$ cat src/rtl/id_ex_stage_if.sv
// ID/EX stage bundle: decoded ID fields and forwarding sources in, EX-side controls and operands out.
interface id_ex_stage_if #(
    parameter int DW = 32,
    parameter int RW = 5
);
    logic          id_valid;
    logic [5:0]    id_opcode;
    logic [4:0]    id_alu_ctl;
    logic          id_sign;
    logic [RW-1:0] id_rs;
    logic [RW-1:0] id_rt;
    logic [RW-1:0] id_wr_reg;
    logic [DW-1:0] id_rs_data;
    logic [DW-1:0] id_rt_data;
    logic [DW-1:0] id_imm;
    logic [4:0]    id_shamt;
    logic          id_alusrc1;
    logic          id_alusrc2;
    logic          id_reg_write;
    logic          id_mem_read;
    logic          id_mem_write;
    logic          id_mem_to_reg;
    logic          flush;
    logic          mem_reg_write;
    logic [RW-1:0] mem_wr_reg;
    logic [DW-1:0] mem_result;
    logic          wb_reg_write;
    logic [RW-1:0] wb_wr_reg;
    logic [DW-1:0] wb_result;

    logic          hazard_stall;
    logic          ex_valid;
    logic          ex_reg_write;
    logic          ex_mem_read;
    logic          ex_mem_write;
    logic          ex_mem_to_reg;
    logic          ex_sign;
    logic [5:0]    ex_opcode;
    logic [4:0]    ex_alu_ctl;
    logic [RW-1:0] ex_wr_reg;
    logic [DW-1:0] alu_in1;
    logic [DW-1:0] alu_in2;
    logic [DW-1:0] ex_store_data;

    modport slave (
        input  id_valid, id_opcode, id_alu_ctl, id_sign, id_rs, id_rt, id_wr_reg,
               id_rs_data, id_rt_data, id_imm, id_shamt, id_alusrc1, id_alusrc2,
               id_reg_write, id_mem_read, id_mem_write, id_mem_to_reg, flush,
               mem_reg_write, mem_wr_reg, mem_result, wb_reg_write, wb_wr_reg, wb_result,
        output hazard_stall, ex_valid, ex_reg_write, ex_mem_read, ex_mem_write,
               ex_mem_to_reg, ex_sign, ex_opcode, ex_alu_ctl, ex_wr_reg,
               alu_in1, alu_in2, ex_store_data
    );

    modport master (
        output id_valid, id_opcode, id_alu_ctl, id_sign, id_rs, id_rt, id_wr_reg,
               id_rs_data, id_rt_data, id_imm, id_shamt, id_alusrc1, id_alusrc2,
               id_reg_write, id_mem_read, id_mem_write, id_mem_to_reg, flush,
               mem_reg_write, mem_wr_reg, mem_result, wb_reg_write, wb_wr_reg, wb_result,
        input  hazard_stall, ex_valid, ex_reg_write, ex_mem_read, ex_mem_write,
               ex_mem_to_reg, ex_sign, ex_opcode, ex_alu_ctl, ex_wr_reg,
               alu_in1, alu_in2, ex_store_data
    );
endinterface

$ cat src/rtl/id_ex_stage.sv
// ID/EX pipeline register with EX-side MEM/WB operand forwarding and load-use stall generation.
module id_ex_stage #(
    parameter int DW = 32,
    parameter int RW = 5
) (
    input  logic         clk,
    input  logic         reset,
    id_ex_stage_if.slave bus
);
    typedef struct packed {
        logic          valid;
        logic          reg_write;
        logic          mem_read;
        logic          mem_write;
        logic          mem_to_reg;
        logic          sign;
        logic          alusrc1;
        logic          alusrc2;
        logic [5:0]    opcode;
        logic [4:0]    alu_ctl;
        logic [RW-1:0] rs;
        logic [RW-1:0] rt;
        logic [RW-1:0] wr_reg;
        logic [DW-1:0] rs_data;
        logic [DW-1:0] rt_data;
        logic [DW-1:0] imm;
        logic [4:0]    shamt;
    } ex_reg_t;

    ex_reg_t       ex_q, ex_d;
    logic          stall;
    logic [DW-1:0] rs_fwd, rt_fwd;

    // Load-use: the loaded value is not available until WB, so hold ID for one cycle.
    always_comb begin
        stall = ex_q.valid && ex_q.mem_read && (ex_q.wr_reg != '0) && bus.id_valid && !bus.flush
                && ((ex_q.wr_reg == bus.id_rs) || (ex_q.wr_reg == bus.id_rt));
    end

    always_comb begin
        ex_d = '0;
        if (!bus.flush && !stall && bus.id_valid) begin
            ex_d.valid      = 1'b1;
            ex_d.reg_write  = bus.id_reg_write;
            ex_d.mem_read   = bus.id_mem_read;
            ex_d.mem_write  = bus.id_mem_write;
            ex_d.mem_to_reg = bus.id_mem_to_reg;
            ex_d.sign       = bus.id_sign;
            ex_d.alusrc1    = bus.id_alusrc1;
            ex_d.alusrc2    = bus.id_alusrc2;
            ex_d.opcode     = bus.id_opcode;
            ex_d.alu_ctl    = bus.id_alu_ctl;
            ex_d.rs         = bus.id_rs;
            ex_d.rt         = bus.id_rt;
            ex_d.wr_reg     = bus.id_wr_reg;
            ex_d.rs_data    = bus.id_rs_data;
            ex_d.rt_data    = bus.id_rt_data;
            ex_d.imm        = bus.id_imm;
            ex_d.shamt      = bus.id_shamt;
        end
    end

    always_ff @(posedge clk) begin
        if (reset) begin
            ex_q <= '0;
        end else begin
            ex_q <= ex_d;
        end
    end

    // MEM result is younger than WB, so it takes priority; r0 is never forwarded.
    always_comb begin
        rs_fwd = ex_q.rs_data;
        if (bus.mem_reg_write && (bus.mem_wr_reg == ex_q.rs) && (ex_q.rs != '0)) begin
            rs_fwd = bus.mem_result;
        end else if (bus.wb_reg_write && (bus.wb_wr_reg == ex_q.rs) && (ex_q.rs != '0)) begin
            rs_fwd = bus.wb_result;
        end

        rt_fwd = ex_q.rt_data;
        if (bus.mem_reg_write && (bus.mem_wr_reg == ex_q.rt) && (ex_q.rt != '0)) begin
            rt_fwd = bus.mem_result;
        end else if (bus.wb_reg_write && (bus.wb_wr_reg == ex_q.rt) && (ex_q.rt != '0)) begin
            rt_fwd = bus.wb_result;
        end
    end

    always_comb begin
        bus.hazard_stall  = stall;
        bus.ex_valid      = ex_q.valid;
        bus.ex_reg_write  = ex_q.reg_write;
        bus.ex_mem_read   = ex_q.mem_read;
        bus.ex_mem_write  = ex_q.mem_write;
        bus.ex_mem_to_reg = ex_q.mem_to_reg;
        bus.ex_sign       = ex_q.sign;
        bus.ex_opcode     = ex_q.opcode;
        bus.ex_alu_ctl    = ex_q.alu_ctl;
        bus.ex_wr_reg     = ex_q.wr_reg;
        bus.alu_in1       = ex_q.alusrc1 ? {{(DW-5){1'b0}}, ex_q.shamt} : rs_fwd;
        bus.alu_in2       = ex_q.alusrc2 ? ex_q.imm : rt_fwd;
        bus.ex_store_data = rt_fwd;
    end
endmodule

$ cat src/flat_wrapper.sv
// flat-port wrapper written by rule: the top's interface ports become plain ports
module id_ex_stage_flat 
#(
    parameter int DW = 32,
    parameter int RW = 5
)
  (clk, reset, bus_id_valid, bus_id_opcode, bus_id_alu_ctl, bus_id_sign, bus_id_rs, bus_id_rt, bus_id_wr_reg, bus_id_rs_data, bus_id_rt_data, bus_id_imm, bus_id_shamt, bus_id_alusrc1, bus_id_alusrc2, bus_id_reg_write, bus_id_mem_read, bus_id_mem_write, bus_id_mem_to_reg, bus_flush, bus_mem_reg_write, bus_mem_wr_reg, bus_mem_result, bus_wb_reg_write, bus_wb_wr_reg, bus_wb_result, bus_hazard_stall, bus_ex_valid, bus_ex_reg_write, bus_ex_mem_read, bus_ex_mem_write, bus_ex_mem_to_reg, bus_ex_sign, bus_ex_opcode, bus_ex_alu_ctl, bus_ex_wr_reg, bus_alu_in1, bus_alu_in2, bus_ex_store_data);
  id_ex_stage_if #(.DW(DW), .RW(RW)) bus_i ();
  input  logic clk;
  input  logic reset;
  input wire logic [$bits(bus_i.id_valid)-1:0] bus_id_valid;
  input wire logic [$bits(bus_i.id_opcode)-1:0] bus_id_opcode;
  input wire logic [$bits(bus_i.id_alu_ctl)-1:0] bus_id_alu_ctl;
  input wire logic [$bits(bus_i.id_sign)-1:0] bus_id_sign;
  input wire logic [$bits(bus_i.id_rs)-1:0] bus_id_rs;
  input wire logic [$bits(bus_i.id_rt)-1:0] bus_id_rt;
  input wire logic [$bits(bus_i.id_wr_reg)-1:0] bus_id_wr_reg;
  input wire logic [$bits(bus_i.id_rs_data)-1:0] bus_id_rs_data;
  input wire logic [$bits(bus_i.id_rt_data)-1:0] bus_id_rt_data;
  input wire logic [$bits(bus_i.id_imm)-1:0] bus_id_imm;
  input wire logic [$bits(bus_i.id_shamt)-1:0] bus_id_shamt;
  input wire logic [$bits(bus_i.id_alusrc1)-1:0] bus_id_alusrc1;
  input wire logic [$bits(bus_i.id_alusrc2)-1:0] bus_id_alusrc2;
  input wire logic [$bits(bus_i.id_reg_write)-1:0] bus_id_reg_write;
  input wire logic [$bits(bus_i.id_mem_read)-1:0] bus_id_mem_read;
  input wire logic [$bits(bus_i.id_mem_write)-1:0] bus_id_mem_write;
  input wire logic [$bits(bus_i.id_mem_to_reg)-1:0] bus_id_mem_to_reg;
  input wire logic [$bits(bus_i.flush)-1:0] bus_flush;
  input wire logic [$bits(bus_i.mem_reg_write)-1:0] bus_mem_reg_write;
  input wire logic [$bits(bus_i.mem_wr_reg)-1:0] bus_mem_wr_reg;
  input wire logic [$bits(bus_i.mem_result)-1:0] bus_mem_result;
  input wire logic [$bits(bus_i.wb_reg_write)-1:0] bus_wb_reg_write;
  input wire logic [$bits(bus_i.wb_wr_reg)-1:0] bus_wb_wr_reg;
  input wire logic [$bits(bus_i.wb_result)-1:0] bus_wb_result;
  output wire logic [$bits(bus_i.hazard_stall)-1:0] bus_hazard_stall;
  output wire logic [$bits(bus_i.ex_valid)-1:0] bus_ex_valid;
  output wire logic [$bits(bus_i.ex_reg_write)-1:0] bus_ex_reg_write;
  output wire logic [$bits(bus_i.ex_mem_read)-1:0] bus_ex_mem_read;
  output wire logic [$bits(bus_i.ex_mem_write)-1:0] bus_ex_mem_write;
  output wire logic [$bits(bus_i.ex_mem_to_reg)-1:0] bus_ex_mem_to_reg;
  output wire logic [$bits(bus_i.ex_sign)-1:0] bus_ex_sign;
  output wire logic [$bits(bus_i.ex_opcode)-1:0] bus_ex_opcode;
  output wire logic [$bits(bus_i.ex_alu_ctl)-1:0] bus_ex_alu_ctl;
  output wire logic [$bits(bus_i.ex_wr_reg)-1:0] bus_ex_wr_reg;
  output wire logic [$bits(bus_i.alu_in1)-1:0] bus_alu_in1;
  output wire logic [$bits(bus_i.alu_in2)-1:0] bus_alu_in2;
  output wire logic [$bits(bus_i.ex_store_data)-1:0] bus_ex_store_data;
  assign bus_i.id_valid = bus_id_valid;
  assign bus_i.id_opcode = bus_id_opcode;
  assign bus_i.id_alu_ctl = bus_id_alu_ctl;
  assign bus_i.id_sign = bus_id_sign;
  assign bus_i.id_rs = bus_id_rs;
  assign bus_i.id_rt = bus_id_rt;
  assign bus_i.id_wr_reg = bus_id_wr_reg;
  assign bus_i.id_rs_data = bus_id_rs_data;
  assign bus_i.id_rt_data = bus_id_rt_data;
  assign bus_i.id_imm = bus_id_imm;
  assign bus_i.id_shamt = bus_id_shamt;
  assign bus_i.id_alusrc1 = bus_id_alusrc1;
  assign bus_i.id_alusrc2 = bus_id_alusrc2;
  assign bus_i.id_reg_write = bus_id_reg_write;
  assign bus_i.id_mem_read = bus_id_mem_read;
  assign bus_i.id_mem_write = bus_id_mem_write;
  assign bus_i.id_mem_to_reg = bus_id_mem_to_reg;
  assign bus_i.flush = bus_flush;
  assign bus_i.mem_reg_write = bus_mem_reg_write;
  assign bus_i.mem_wr_reg = bus_mem_wr_reg;
  assign bus_i.mem_result = bus_mem_result;
  assign bus_i.wb_reg_write = bus_wb_reg_write;
  assign bus_i.wb_wr_reg = bus_wb_wr_reg;
  assign bus_i.wb_result = bus_wb_result;
  assign bus_hazard_stall = bus_i.hazard_stall;
  assign bus_ex_valid = bus_i.ex_valid;
  assign bus_ex_reg_write = bus_i.ex_reg_write;
  assign bus_ex_mem_read = bus_i.ex_mem_read;
  assign bus_ex_mem_write = bus_i.ex_mem_write;
  assign bus_ex_mem_to_reg = bus_i.ex_mem_to_reg;
  assign bus_ex_sign = bus_i.ex_sign;
  assign bus_ex_opcode = bus_i.ex_opcode;
  assign bus_ex_alu_ctl = bus_i.ex_alu_ctl;
  assign bus_ex_wr_reg = bus_i.ex_wr_reg;
  assign bus_alu_in1 = bus_i.alu_in1;
  assign bus_alu_in2 = bus_i.alu_in2;
  assign bus_ex_store_data = bus_i.ex_store_data;
  id_ex_stage #(.DW(DW), .RW(RW)) u_core (.clk(clk), .reset(reset), .bus(bus_i));
endmodule
$ cat config.mk
export PLATFORM = sky130hd
export DESIGN_NAME = id_ex_stage_flat
export DESIGN_NICKNAME = d
export VERILOG_FILES = /design/src/rtl/id_ex_stage_if.sv /design/src/rtl/id_ex_stage.sv /design/src/flat_wrapper.sv
export SDC_FILE = /design/constraint.sdc
export NUM_CORES = 1
export LEC_CHECK = 0
export ABC_AREA = 1
export CORE_ASPECT_RATIO = 0.8
export CORE_MARGIN = 1.5
export CORE_UTILIZATION = 38
export CTS_CLUSTER_SIZE = 25
export DETAILED_ROUTE_END_ITERATION = 8
export GPL_TIMING_DRIVEN = 0
export PLACE_DENSITY = 0.77
export SKIP_LAST_GASP = 1
export SYNTH_ARGS = -nofsm -noshare
export SYNTH_HDL_FRONTEND = slang
export SYNTH_SLANG_ARGS = --single-unit
$ cat constraint.sdc
create_clock -name clk -period 1.4 [get_ports clk]
set_input_delay 0.21 -clock clk [delete_from_list [all_inputs] [get_ports clk]]
set_output_delay 0.21 -clock clk [all_outputs]
set_load 0.01 [all_outputs]
Word level (Yosys, flattened, before mapping)
Cells that the tools add are included.
- register bits: 135
- bits of input ports: 214
- word-level logic and storage cells: 53
- equality and inequality tests: 6
- mux-type cells: 7
- bitwise logic cells: 1
- reduce and logical (&&, ||, !) cells: 22
- operators with widths (kind ; number):
    $mux W32 ; 6
    $mux W135 ; 1
    $eq A5 B5 Y1 ; 6
    $logic_and A1 B1 Y1 ; 15
    $reduce_bool A5 Y1 ; 3
    $logic_not A1 Y1 ; 2
    $reduce_or A2 Y1 ; 1
    $logic_or A1 B1 Y1 ; 1
    $not A1 Y1 ; 1

Longest topological paths before layout
Gate-level depths: netlist of run 1.
- depth in word-level cells: 10
- gate-level depth with buffers: 12
- depth with buffers taken out: 11

Worst setup path after synthesis of run 1
Ideal clock, no wire load.
- kind: register to output
- start: register u_core.ex_q[109] in the netlist's numbering
- end: output bus_ex_store_data[10]
- arrival: 1.306 ns
- required time: 1.190 ns
- path slack: -0.116 ns
- cell stages (with the launch flop): 8
- buffers on the path: 1
- cell sequence: dfxtp_1 -> inv_2 -> nand2_1 -> nand4_1 -> nor2_2 -> clkbuf_1 -> nand3b_1 -> and2_1
- cells in the longest elaborated chain, start to end: 5
- elaborated cells between the ends (all ways): 9
- those cells by class: eq/ne: 2; mux: 2; reduce/logical: 5
- ends and longest elaborated chain (element ; RTL line ; source):
    from (decl) ; id_ex_stage.sv:30 ; ex_reg_t ex_q, ex_d;
    from (signal assigned) ; id_ex_stage.sv:65 ; ex_q <= '0;
    from (signal assigned) ; id_ex_stage.sv:67 ; ex_q <= ex_d;
    $eq A5 B5 Y1 ; id_ex_stage.sv:83 ; end else if (bus.wb_reg_write && (bus.wb_wr_reg == ex_q.rt) && (ex_q.rt != '0)) begin
    $logic_and A1 B1 Y1 (2 in a row) ; id_ex_stage.sv:83 ;
    $mux W32 ; id_ex_stage.sv:83 ;
    $mux W32 (*) ; id_ex_stage.sv:81 ; if (bus.mem_reg_write && (bus.mem_wr_reg == ex_q.rt) && (ex_q.rt != '0)) begin
    to (decl) ; flat_wrapper.sv:47 ; output wire logic [$bits(bus_i.ex_store_data)-1:0] bus_ex_store_data;
Every way passes the cells marked *; elsewhere a longest branch is shown, timed or not.

Worst setup path after layout of run 1
- start: register u_core.ex_q[113] in the netlist's numbering
- end: output bus_alu_in1[18]
- cells in the longest elaborated chain, start to end: 6
- elaborated cells between the ends (all ways): 10
- those cells by class: eq/ne: 2; mux: 3; reduce/logical: 5
- ends and longest elaborated chain (element ; RTL line ; source):
    $eq A5 B5 Y1 ; id_ex_stage.sv:76 ; end else if (bus.wb_reg_write && (bus.wb_wr_reg == ex_q.rs) && (ex_q.rs != '0)) begin
    $logic_and A1 B1 Y1 (2 in a row) ; id_ex_stage.sv:76 ;
    $mux W32 ; id_ex_stage.sv:76 ;
    $mux W32 (*) ; id_ex_stage.sv:74 ; if (bus.mem_reg_write && (bus.mem_wr_reg == ex_q.rs) && (ex_q.rs != '0)) begin
    $mux W32 (*) ; id_ex_stage.sv:99 ; bus.alu_in1 = ex_q.alusrc1 ? {{(DW-5){1'b0}}, ex_q.shamt} : rs_fwd;
    to (decl) ; flat_wrapper.sv:45 ; output wire logic [$bits(bus_i.alu_in1)-1:0] bus_alu_in1;
Marked as above.

==> impl_metrics.json, run 1 <==
{
  "setup_tns_ps": -124450,
  "nFillCells": 1109,
  "fp-row-count": 44,
  "holdCritPathClass": "input pin to flip-flop",
  "yosysSeqAreaShare_pct": 38.6,
  "synth_xor_area_share_pct": 0.750,
  "fin_crit_ps": 2330,
  "fin_area_sq_um": 14800,
  "synth_top_family_by_area": "simple AND/OR/NAND/NOR gates",
  "leakage_nw": 7.26,
  "ant_nets": 0,
  "h-tree-depth": 4,
  "synth.area.mux_share_pct": 0,
  "clock_power_share_pct": 41.1,
  "endpoint_kind": "output port",
  "pre_cts_ws_ps": -1620,
  "grt_max_degree": 17,
  "yosysTopAreaCellShare_pct": 38.6,
  "arrival_ps": 2120,
  "cpLargestDelayFamily": "simple AND/OR/NAND/NOR gates",
  "nNetsFinal": 1748,
  "synth_nets": 1315,
  "antenna_found_initial": 1,
  "grt_pass1_wl_mm": 48.3,
  "slew_headroom_pct": 56.7,
  "cts_tree": "yes",
  "cts-root-buf": "clkbuf_16",
  "place_area_sq_um": 10900,
  "regMostFlops": "u_core.ex_q",
  "combPwrFrac_pct": 21.9,
  "layoutNonFillerInstCount": 1778,
  "setup_viol": 232,
  "ir_drop_mv": 0.750,
  "report.final.slew_viol_count": 0,
  "gp_congestion": 0.939,
  "yosys.area_share.simple_pct": 39.7,
  "worst_slack_ps": -931,
  "synthTopCellsByArea": "dfxtp_1 (39%), nand3_1 (13%), nand2_1 (12%)",
  "skew_ps": 11.3,
  "start_util_pct": 38.7,
  "multi_input_area_sq_um": 5000,
  "timing.fmax_mhz": 429,
  "yosys_warnings": 0,
  "largest_reg_flops": 113,
  "syn2layout_area_growth_pct": 111,
  "drive_gt1_share_pct": 46.1,
  "detail_route.iter0.violations": 808,
  "dp_cells": 1663,
  "route.detailed.wl_per_inst_microns": 20.0,
  "clk_pin_slew_ps": 60,
  "async_reset_ff_share_pct": 0,
  "crit_chain": "inv_2 -> nand2_1 -> nand4_1 -> nor2_4 -> buf_12 -> nand2_8 -> buf_8 -> buf_6 -> nand2_4 -> nand3_2 -> nand2_1 -> inv_1 -> buf_2",
  "worst_pin_slew_ps": 650,
  "path_max_fanout": 7,
  "syn_area_sq_um": 7010,
  "ys_types": 24,
  "dr.pass1.iters": 6,
  "path_common_cell": "nand2_1",
  "cp.required_ps": 1190,
  "seqCellArea_sq_um": 2740,
  "synth_seq_cells": 135,
  "synth_edf_count": 0,
  "cp.buffers_inverters": 6,
  "p_sw_mw": 3.02,
  "yosys.area_share.adder_pct": 0,
  "grt-ovfl-total": 0,
  "io_pins": 333,
  "vias": 9196,
  "violations": "negative setup slack",
  "cts.sinks": 135,
  "synth_most_common_cell": "nand2_1",
  "die_h_microns": 124,
  "hpwl_mm": 21.0,
  "crit_slowest_cell": "dfxtp_2",
  "status": "finished with violations",
  "switching_share_pct": 28.0,
  "clkLatencyLatePin_ps": 420,
  "hold_viol": 0,
  "ctsHoldBuffers": 0,
  "rsz0062_at_grt": "true",
  "coreArea_sq_um": 18100,
  "cap_violations": 0,
  "cp-start-kind": "flip-flop",
  "worstSetupPathType": "flip-flop to output port",
  "dieWidth_microns": 155,
  "via_per_inst": 5.17,
  "grt_pass1_vias": 8811,
  "synthTopCellsByCount": "nand2_1 (231), inv_1 (223), nand3_1 (176)",
  "synthFlopType": "dfxtp_1",
  "slowest_delay_ps": 350,
  "pwr_density_cell_nw_per_um2": 728,
  "cts_buffers": 17,
  "p_int_mw": 7.76,
  "seqPwrFrac_pct": 37.1,
  "drc_errors": 0,
  "track_usage_pct": 32.9,
  "fin_crit_sh_pct": 167,
  "p_total_mw": 10.8,
  "synthCells": 1101,
  "clockBufferDepth": 2,
  "syn_avg_cell_area_sq_um": 6.36,
  "yosysTopAreaCell": "dfxtp_1",
  "synth-compound-area-share_pct": 2.61,
  "dieArea_sq_um": 19300,
  "io_buffers": 332,
  "drt_wl_total_mm": 35.5
}
-- worst paths after layout --
| check | endpoint | startpoint | cells past startpoint | slack, ps |
|---|---|---|---|---|
| worst max-delay path | bus_alu_in1[18] | u_core.ex_q[113]$_SDFF_PP0_ | 13 | -930 |
| worst min-delay path | u_core.bus.ex_mem_write$_SDFF_PP0_ | bus_id_mem_write | 3 | 310 |
| worst max register to register | u_core.ex_q[58]$_SDFF_PP0_ | u_core.bus.ex_wr_reg[3]$_SDFF_PP0_ | 11 | -430 |
| worst min register to register | u_core.ex_q[19]$_SDFF_PP0_ | u_core.bus.ex_mem_read$_SDFF_PP0_ | 9 | 1040 |
-- power by group through the flow --
stage / logic (mW) / clock network, mW / registers, mW
after floorplan: 0.624 / 0 / 4.06
after global placement: 1.66 / 0 / 4.07
after detailed placement: 1.67 / 0 / 4.07
after CTS: 2.08 / 4.44 / 3.98
after global routing: 2.48 / 4.66 / 4.00
final: 2.36 / 4.43 / 4.00
-- layer usage --
layer / GRT usage [%] / wire length (microns)
met4: 13.0 / 1580
met2: 56.1 / 17200
met1: 39.1 / 13500
met3: 8.98 / 3170
met5: 0 / 0
-- cell type report --
type / instances / area share [%]
multi-input cells: 666 / 33.7
clock inverters: 14 / 0.929
flip-flops and latches: 135 / 18.5
inverters: 228 / 5.83
clock buffers: 18 / 2.97
diodes: 1 / 0.0169
plain buffers: 66 / 5.08
well taps: 230 / 1.94
repair buffers: 420 / 31.0
-- worst min-delay path: cells and delay by family --
| family | cells | cell delay [ps] |
|---|---|---|
| buffers and inverters | 2 | 440 |
| and+or+nand+nor | 1 | 30 |
-- what timing repair did --
item	CTS	global route
endpoints found under the setup margin	254	236
gates cloned	25	2
resized for setup	854	341
pin swaps	119	90
hold endpoints to repair	0	0
buffers inserted	53	25
-- per-stage QoR --
| step | utilization, % | hold WS [ps] |
|---|---|---|
| floorplan | - | 315 |
| CTS | 75.0 | 284 |
| finish | 81.8 | 307 |
| detailed placement | 59.9 | 737 |
| global placement | 59.9 | 735 |
| global route | 81.8 | 305 |
-- cell families (layout without fill, tap and decap cells) --
logic type | after synthesis | after routing
flip-flops | 135 | 135
AND/OR/NAND/NOR | 624 | 625
XOR/XNOR | 6 | 6
AO/OA/AOI/OAI | 35 | 35
buffers and inverters | 301 | 746
other | 0 | 1
-- cells in the final DEF, fill, tap and decap left out, types with 6 or more instances in the layout --
cell | Yosys | final
inv_2 | 5 | 23
buf_8 | 0 | 27
nand3b_1 | 27 | 27
nand2_4 | 0 | 28
dfxtp_1 | 135 | 120
dfxtp_4 | 0 | 6
nor2_1 | 141 | 25
o21ai_2 | 0 | 7
nand3_1 | 176 | 61
o21ai_0 | 27 | 8
dfxtp_2 | 0 | 9
buf_4 | 16 | 38
inv_6 | 0 | 6
nor2_4 | 0 | 62
dlygate4sd2_1 | 0 | 20
nor2_2 | 7 | 61
nand2_1 | 231 | 125
buf_12 | 0 | 21
clkdlybuf4s50_1 | 0 | 209
o21ai_1 | 0 | 11
nand3_4 | 0 | 25
buf_16 | 0 | 9
buf_2 | 33 | 17
nand2_2 | 2 | 77
buf_6 | 7 | 127
nand3_2 | 0 | 90
and2_4 | 0 | 32
clkbuf_16 | 0 | 21
inv_1 | 223 | 202
Power figures use the tool's default switching activity.
==> run 2, diff against run 1 <==
--- a/config.mk
+++ b/config.mk
@@ -9,7 +9,6 @@
 export CORE_ASPECT_RATIO = 0.8
 export CORE_MARGIN = 1.5
 export CORE_UTILIZATION = 38
-export CTS_CLUSTER_SIZE = 25
 export DETAILED_ROUTE_END_ITERATION = 8
 export GPL_TIMING_DRIVEN = 0
 export PLACE_DENSITY = 0.77
==> results of run 2 <==
Same layout as run 1: the final DEF is identical, and so are final timing and power.
